**src/rtl/branch_predict_ctrl.sv**
```systemverilog
// ID-stage control decode, load-use hazard and 2-bit bimodal beq predictor.
// Optional BP_STATS_EN adds branch/mispredict statistics counters.
module branch_predict_ctrl #(
  parameter int         BHT_IDX_W = 4,
  parameter int         PC_W      = 32,
  parameter logic [1:0] CNT_INIT  = 2'b01
) (
  input  logic            clk,
  input  logic            rst,
  input  logic [PC_W-1:0] if_pc,
  input  logic            if_is_beq,
  input  logic            id_valid,
  input  logic [5:0]      id_opcode,
  input  logic [PC_W-1:0] id_pc,
  input  logic            id_equal,
  input  logic [4:0]      id_rs,
  input  logic [4:0]      id_rt,
  input  logic            idex_memread,
  input  logic [4:0]      idex_rt,
  output logic [7:0]      ctrl,
  output logic [1:0]      sel_pc,
  output logic            recover_taken,
  output logic            if_flush,
  output logic            pc_write,
  output logic            ifid_write
`ifdef BP_STATS_EN
  ,
  output logic [15:0]     stat_branches,
  output logic [15:0]     stat_mispredicts
`endif
);

  localparam int N = 1 << BHT_IDX_W;

  logic [1:0] cnt_q [N];
  logic [1:0] cnt_d [N];
  logic       id_pred_q, id_pred_d;

  logic [BHT_IDX_W-1:0] if_idx, id_idx;
  logic                 stall, is_jmp, is_beq;
  logic                 resolve, mispred, pred;
  logic                 unused_pc;

  assign if_idx = if_pc[BHT_IDX_W+1:2];
  assign id_idx = id_pc[BHT_IDX_W+1:2];
  assign unused_pc = ^{if_pc[PC_W-1:BHT_IDX_W+2], if_pc[1:0],
                       id_pc[PC_W-1:BHT_IDX_W+2], id_pc[1:0]};

  assign stall = id_valid & idex_memread & (idex_rt != 5'd0)
               & ((idex_rt == id_rs) | (idex_rt == id_rt));
  assign is_jmp  = id_valid & (id_opcode == 6'b000010);
  assign is_beq  = id_valid & (id_opcode == 6'b000100);
  assign resolve = is_beq & ~stall;
  assign mispred = resolve & (id_equal != id_pred_q);
  // Lookup reads the registered table, so a same-index update is not seen.
  assign pred    = if_is_beq & cnt_q[if_idx][1];

  always_comb begin
    ctrl = 8'h00;
    if (id_valid && !stall) begin
      unique case (id_opcode)
        6'b000000: ctrl = 8'b11010000;
        6'b000010: ctrl = 8'b00111000;
        6'b000100: ctrl = 8'b00001000;
        6'b001000: ctrl = 8'b01100000;
        6'b100011: ctrl = 8'b01100011;
        6'b101011: ctrl = 8'b00100100;
        default:   ctrl = 8'h00;
      endcase
    end
  end

  always_comb begin
    sel_pc        = 2'b00;
    pc_write      = 1'b1;
    ifid_write    = 1'b1;
    if_flush      = 1'b0;
    recover_taken = 1'b0;
    if (stall) begin
      pc_write   = 1'b0;
      ifid_write = 1'b0;
    end else if (is_jmp) begin
      sel_pc   = 2'b10;
      if_flush = 1'b1;
    end else if (mispred) begin
      sel_pc        = 2'b11;
      recover_taken = id_equal;
      if_flush      = 1'b1;
    end else if (pred) begin
      sel_pc = 2'b01;
    end
  end

  always_comb begin
    cnt_d = cnt_q;
    if (resolve) begin
      if (id_equal && cnt_q[id_idx] != 2'd3)
        cnt_d[id_idx] = cnt_q[id_idx] + 2'd1;
      else if (!id_equal && cnt_q[id_idx] != 2'd0)
        cnt_d[id_idx] = cnt_q[id_idx] - 2'd1;
    end
    id_pred_d = id_pred_q;
    if (if_flush)        id_pred_d = 1'b0;
    else if (ifid_write) id_pred_d = pred;
  end

  always_ff @(posedge clk) begin
    if (!rst) begin
      for (int i = 0; i < N; i++) cnt_q[i] <= CNT_INIT;
      id_pred_q <= 1'b0;
    end else begin
      cnt_q     <= cnt_d;
      id_pred_q <= id_pred_d;
    end
  end

`ifdef BP_STATS_EN
  logic [15:0] stat_br_q, stat_br_d;
  logic [15:0] stat_mp_q, stat_mp_d;

  always_comb begin
    stat_br_d = stat_br_q + {15'd0, resolve};
    stat_mp_d = stat_mp_q + {15'd0, mispred};
  end

  always_ff @(posedge clk) begin
    if (!rst) begin
      stat_br_q <= 16'd0;
      stat_mp_q <= 16'd0;
    end else begin
      stat_br_q <= stat_br_d;
      stat_mp_q <= stat_mp_d;
    end
  end

  assign stat_branches    = stat_br_q;
  assign stat_mispredicts = stat_mp_q;
`endif

endmodule

```
**config.mk**
```make
export PLATFORM = sky130hd
export DESIGN_NAME = branch_predict_ctrl
export DESIGN_NICKNAME = d
export VERILOG_FILES = /design/src/rtl/branch_predict_ctrl.sv
export SDC_FILE = /design/constraint.sdc
export NUM_CORES = 1
export LEC_CHECK = 0
export BUFFER_PORTS_ARGS = -buffer_cell sky130_fd_sc_hd__buf_2
export CORE_MARGIN = 10
export CORE_UTILIZATION = 48
export CTS_BUF_LIST = sky130_fd_sc_hd__clkbuf_8
export CTS_CLUSTER_DIAMETER = 30
export DETAILED_ROUTE_END_ITERATION = 10
export PLACE_DENSITY = 0.81
export SETUP_SLACK_MARGIN = 0.4
export SKIP_CTS_REPAIR_TIMING = 1
export SLEW_MARGIN = 10
export SYNTH_ARGS = -nofsm -noshare
export SYNTH_HDL_FRONTEND = slang
export SYNTH_SLANG_ARGS = --single-unit
```
**constraint.sdc**
```tcl
create_clock -name clk -period 3.05 [get_ports clk]
set_input_delay 0.305 -clock clk [delete_from_list [all_inputs] [get_ports clk]]
set_output_delay 0.305 -clock clk [all_outputs]
set_load 0.005 [all_outputs]
```
== Word level (Yosys, flattened, before mapping) ==
Cells that the tools add are included.
Word-level totals
  flip-flop bits (word level): 33
  latch bits: 0
  bits in writable memories: 0
  ROM bits: 0
  input port bits: 91
  output and inout port bits: 14
  logic and storage cells: 81
  memories kept: 0
Cells by class
  $add $sub $neg: 2
  $mul: 0
  divide/modulo/power cells: 0
  order comparisons: 3
  equal/unequal tests: 9
  shifts and indexed selects: 0
  multiplexer cells: 25
  bitwise gates (word level): 13
  reduce and logical (&&, ||, !) cells: 12
Operator list (number)
  $bwmux 32: 2
  $mux 32: 2
  $pmux 8 s6: 1
  $bmux 2 s4: 2
  $mux 2: 8
  $eq 6x6->1 const B: 2
  $eq 5x5->1: 2
  $ge 5x5->1 const B: 2
  $not 4->5: 2
  $and 1x1->1: 8
  $demux 2 s4: 1
  $mux 1: 8
  $mux 8: 1
  $eq 6x2->1 const B: 1
  $eq 6x3->1 const B: 1
  $eq 6x4->1 const B: 1
  $logic_not 6->1: 1
  $lt 5x1->1 const B: 1
  $reduce_bool 5->1: 1
  $logic_and 1x1->1: 4
  $reduce_bool 2->1: 2
  $add 2x1->2 const B: 1
  $logic_not 1->1: 2
  $ne 2x2->1 const B: 1
  6 further kinds: 7

== Depth between registers and ports, before layout ==
  depth in word-level cells: 10
  gate-level depth with buffers: 11
  depth with buffers taken out: 10

== Worst setup path after synthesis ==
Ideal clock, no wire load.
  path kind: in2reg
  from: input id_pc[2]
  to: register cnt_q[29] (netlist bit)
  setup time: 0.132 ns
  data arrival time: 2.515 ns
  data required time: 2.918 ns
  slack: 0.402 ns
  cell stages on the path: 9
  path buffers: 2
  cell sequence: buf_2 > mux4_2 > mux4_2 > ha_1 > nor2b_1 > o211a_1 > buf_2 > o2111ai_1 > mux2i_1
On the way
  cells in the longest elaborated chain, start to end: 8
  elaborated cells between the ends (all ways): 21
  classes of those cells: add/sub (2); order compare (2); eq/ne (1); mux (9); bitwise (1); reduce/logical (6)
RTL lines
  start: declaration: RTL line 14  | input logic [PC_W-1:0] id_pc,
  $not 4->5 (not written as such) *
  $bmux 2 s4, or another cell as far along
  $mux 2 (not written as such) / $logic_and 1x1->1 (equally long branches)
  $mux 2, on equally long branches
  $sub 2x1->2, or another cell as far along: RTL line 100  | cnt_d[id_idx] = cnt_q[id_idx] - 2'd1;
  $bwmux 32, or another cell as far along: RTL line 100
  $mux 32 / $reduce_bool 2->1 (equally long branches)
  $mux 32 / $reduce_and 2->1 (equally long branches)
  end signal: assignment: RTL line 112  | cnt_q <= cnt_d;
  end: declaration: RTL line 35  | logic [1:0] cnt_q [N];
Every way passes the cells marked *; elsewhere a longest branch is shown, timed or not. The select of a mux whose other input is x is not followed.
A chain may end at the register's enable or synchronous reset.

== Final worst setup path ==
  from: register cnt_q[7] (netlist bit)
  to: register cnt_q[15] (netlist bit)
On the way
  cells in the longest elaborated chain, start to end: 7
  elaborated cells between the ends (all ways): 15
  classes of those cells: add/sub (2); eq/ne (1); mux (7); reduce/logical (5)
RTL lines (RTL line)
  $bmux 2 s4 *
  $mux 2 (not written as such) * (2 in series)
  $sub 2x1->2, or another cell as far along: 100
  $bwmux 32, or another cell as far along: 100
  $mux 32 / $reduce_bool 2->1 (equally long branches)
  $mux 32 / $reduce_and 2->1 (equally long branches)
Marked as above.

==> flow_summary.yaml <==
cts:
  clock_tree.root_cell: "clkbuf_8"
  cts_tree: "built"
  cts_buffers: 5
  clk_pin_slew_worst_paths_ns: 0.07
  cts_buffer_depth: 2
  cts_max_level: 2
  clkSinkCount: 33
  insertion_delay_ns: 0.29
grt:
  grt_pass1_vias: 1834
  grt_pass1_wl_mm: 8.997
  grt_max_degree: 39
  grtUsageMet2: 0.2271
  use_met3: 0.04963
  use_met1: 0.1794
  grt_overflow: 0
  grt_util_all_layers: 0.1440
  antenna_found_initial: 0
  grt.busiest_layer: "met2"
die:
  start_util: 0.5068
  dieArea_um2: 7832
  fp-row-count: 24
  die_height_um: 88.50
  io_pins: 105
  die_x_um: 88.50
  core_um2: 4444
worst_setup_path:
  slowest_delay_ns: 0.51
  crit_path_end_kind: "flip-flop"
  critPathMaxFanout: 12
  crit_buf_inv: 1
  path_class: "flip-flop to flip-flop"
  critPathArrivalTime_ns: 2.71
  critPathLaunchType: "flip-flop"
  path_delay_family: "multiplexers"
  cp.required_ns: 3.22
  slowest_stage: "mux4_2"
  cp_cell_sequence: "mux4_2 -> mux4_2 -> ha_1 -> nor2b_2 -> o211a_1 -> buf_6 -> o2111ai_1 -> mux2i_1"
  cpMostUsedCell: "mux4_2"
synth:
  synth_seq_cells: 33
  async_reset_ff_frac: 0
  syn_area_um2: 2252
  synth_area_leaders: "dfxtp_1 (29%), mux4_2 (13%), mux2i_1 (12%), nor2b_1 (5.8%), o2111ai_1 (5.4%)"
  ys_warn_count: 0
  yosysMostFrequentCell: "dfxtp_1"
  avgSynthCellArea_um2: 9.921
  synth_top_area_cell: "dfxtp_1"
  postSynthNetCount: 320
  synth.distinct_cells: 38
  synth_edf_count: 0
  synthFlopType: "dfxtp_1"
  yosysSeqAreaShare: 0.2933
  syn_inst: 227
  netlist.area_leader.share: 0.2933
  synthTopCellsByCount: "dfxtp_1 (33), mux2i_1 (28), nand2_1 (21), nor2b_1 (21), o2111ai_1 (14)"
cells_and_area:
  area_growth_pct: 19.28
  layout-drive-gt1-share: 0.3519
  nNetsFinal: 363
  fillCellCount: 383
  diodes: 0
  fin_util: 0.6044
power:
  ir_worst_vdd_mv: 0.3361
  cellLeakagePower_nw: 1.132
  power.density_nw_per_um2: 336.3
  p_total_uw: 903.5
timing:
  fin_tns_setup_ns: 0
  slew_headroom: 0.5781
  slew_violations: 0
  fmax_mhz: 394.3
  worstMarginPinSlew_ns: 0.6306
  fin_crit_sh: 0.8314
  timing.final.ws_setup_ns: 0.5141
  finClkSkew_ns: 0.007389
  rsz0062_at_grt: "true"
  finalHoldViolations: 0
  whs_ns: 0.4226
  finalSetupViolations: 0
  period_needed_ns: 2.536
status:
  status: "finished, final reports clean"
routing:
  firstDrtPassIters: 4
  wl_per_cell_um: 17.39
  drc: 0
  drt-initial-drc-count: 141
  ant_nets: 0
  avgViaCountPerCell: 6.025
  routed_wl_mm: 5.600
  vias: 1940
placement:
  place_ws_ns: 0.07014
  hpwl_mm: 4.185
  globalplace.congestion: 0.8272
  portBuffers: 48
flow_run:
  cap_viol_max_count: 0
hold_path:
  hp-class: "input pin to flip-flop"
[path summary, 6_finish.rpt]
path / start / slack [ns] / depth (start not counted) / endpoint
min reg2reg: cnt_q[17]$_SDFFE_PN0P_ / 0.48 / 2 / cnt_q[17]$_SDFFE_PN0P_
min: if_is_beq / 0.42 / 4 / id_pred_q$_SDFFE_PP0P_
max reg2reg: cnt_q[7]$_SDFFE_PN0P_ / 0.51 / 8 / cnt_q[15]$_SDFFE_PN0P_
max: cnt_q[7]$_SDFFE_PN0P_ / 0.51 / 8 / cnt_q[15]$_SDFFE_PN0P_
[cell type report]
class | count | area (um2) | area share
tap | 52 | 65.06 | 0.02422
multi-input combinational | 171 | 1556 | 0.5794
sequential | 33 | 660.6 | 0.2459
inverter | 5 | 18.77 | 0.006986
clock buffer | 6 | 82.58 | 0.03074
timing repair buffer | 54 | 299.0 | 0.1113
clock inverter | 1 | 3.754 | 0.001397
[cells by family (layout without fill, tap and decap cells)]
kind of cell / Yosys count / after routing / share of synthesized area
buffers and inverters: 23 / 66 / 0.05556
AOI/OAI and AO/OA: 39 / 39 / 0.1561
DFF: 33 / 33 / 0.2933
adders and majority gates: 2 / 2 / 0.01111
xor gates and xnor gates: 12 / 12 / 0.04667
and+or+nand+nor: 76 / 76 / 0.1778
muxes: 42 / 42 / 0.2594
[where the power goes]
group / internal, mW / leakage [nW] / total, mW / switching, mW
combinational: 0.0558 / 0.817 / 0.140 / 0.0839
clock: 0.176 / 0.0485 / 0.332 / 0.157
sequential: 0.431 / 0.266 / 0.431 / 0.000206
[layout by cell type (no fill, tap or decap), drive strengths merged, types with 3 or more instances in the layout]
master,Yosys,routed
a21oi,3,3
a2bb2oi,9,9
and2,4,4
buf,12,54
clkbuf,6,6
dfxtp,33,33
inv,5,6
mux2i,28,28
mux4,13,13
nand2,21,21
nand3,5,5
nor2,10,10
nor2b,21,21
nor3,6,6
o2111ai,16,16
o211ai,5,5
xor2,11,11
[stage by stage]
step | instance area [um2] | std cells
2_1_floorplan | 2252 | 227
3_3_place_gp | 2496 | 315
3_5_place_dp | 2496 | 315
4_1_cts | 2582 | 322
5_1_grt | 2686 | 322
6_report | 2686 | 322
[layer usage]
layer  up-vias  wire length, um
met4         0               74
met2        69             2462
li1        936                -
met3         5              586
met1       930             2478
met5         -                0
[worst reg2reg max path, stage by stage (launching register included)]
cell	delay, ns
dfxtp_1	0.34
mux4_2	0.46
mux4_2	0.51
ha_1	0.21
nor2b_2	0.13
o211a_1	0.22
buf_6	0.18
o2111ai_1	0.20
mux2i_1	0.18
Note: power is estimated with default switching activity, not from simulation.
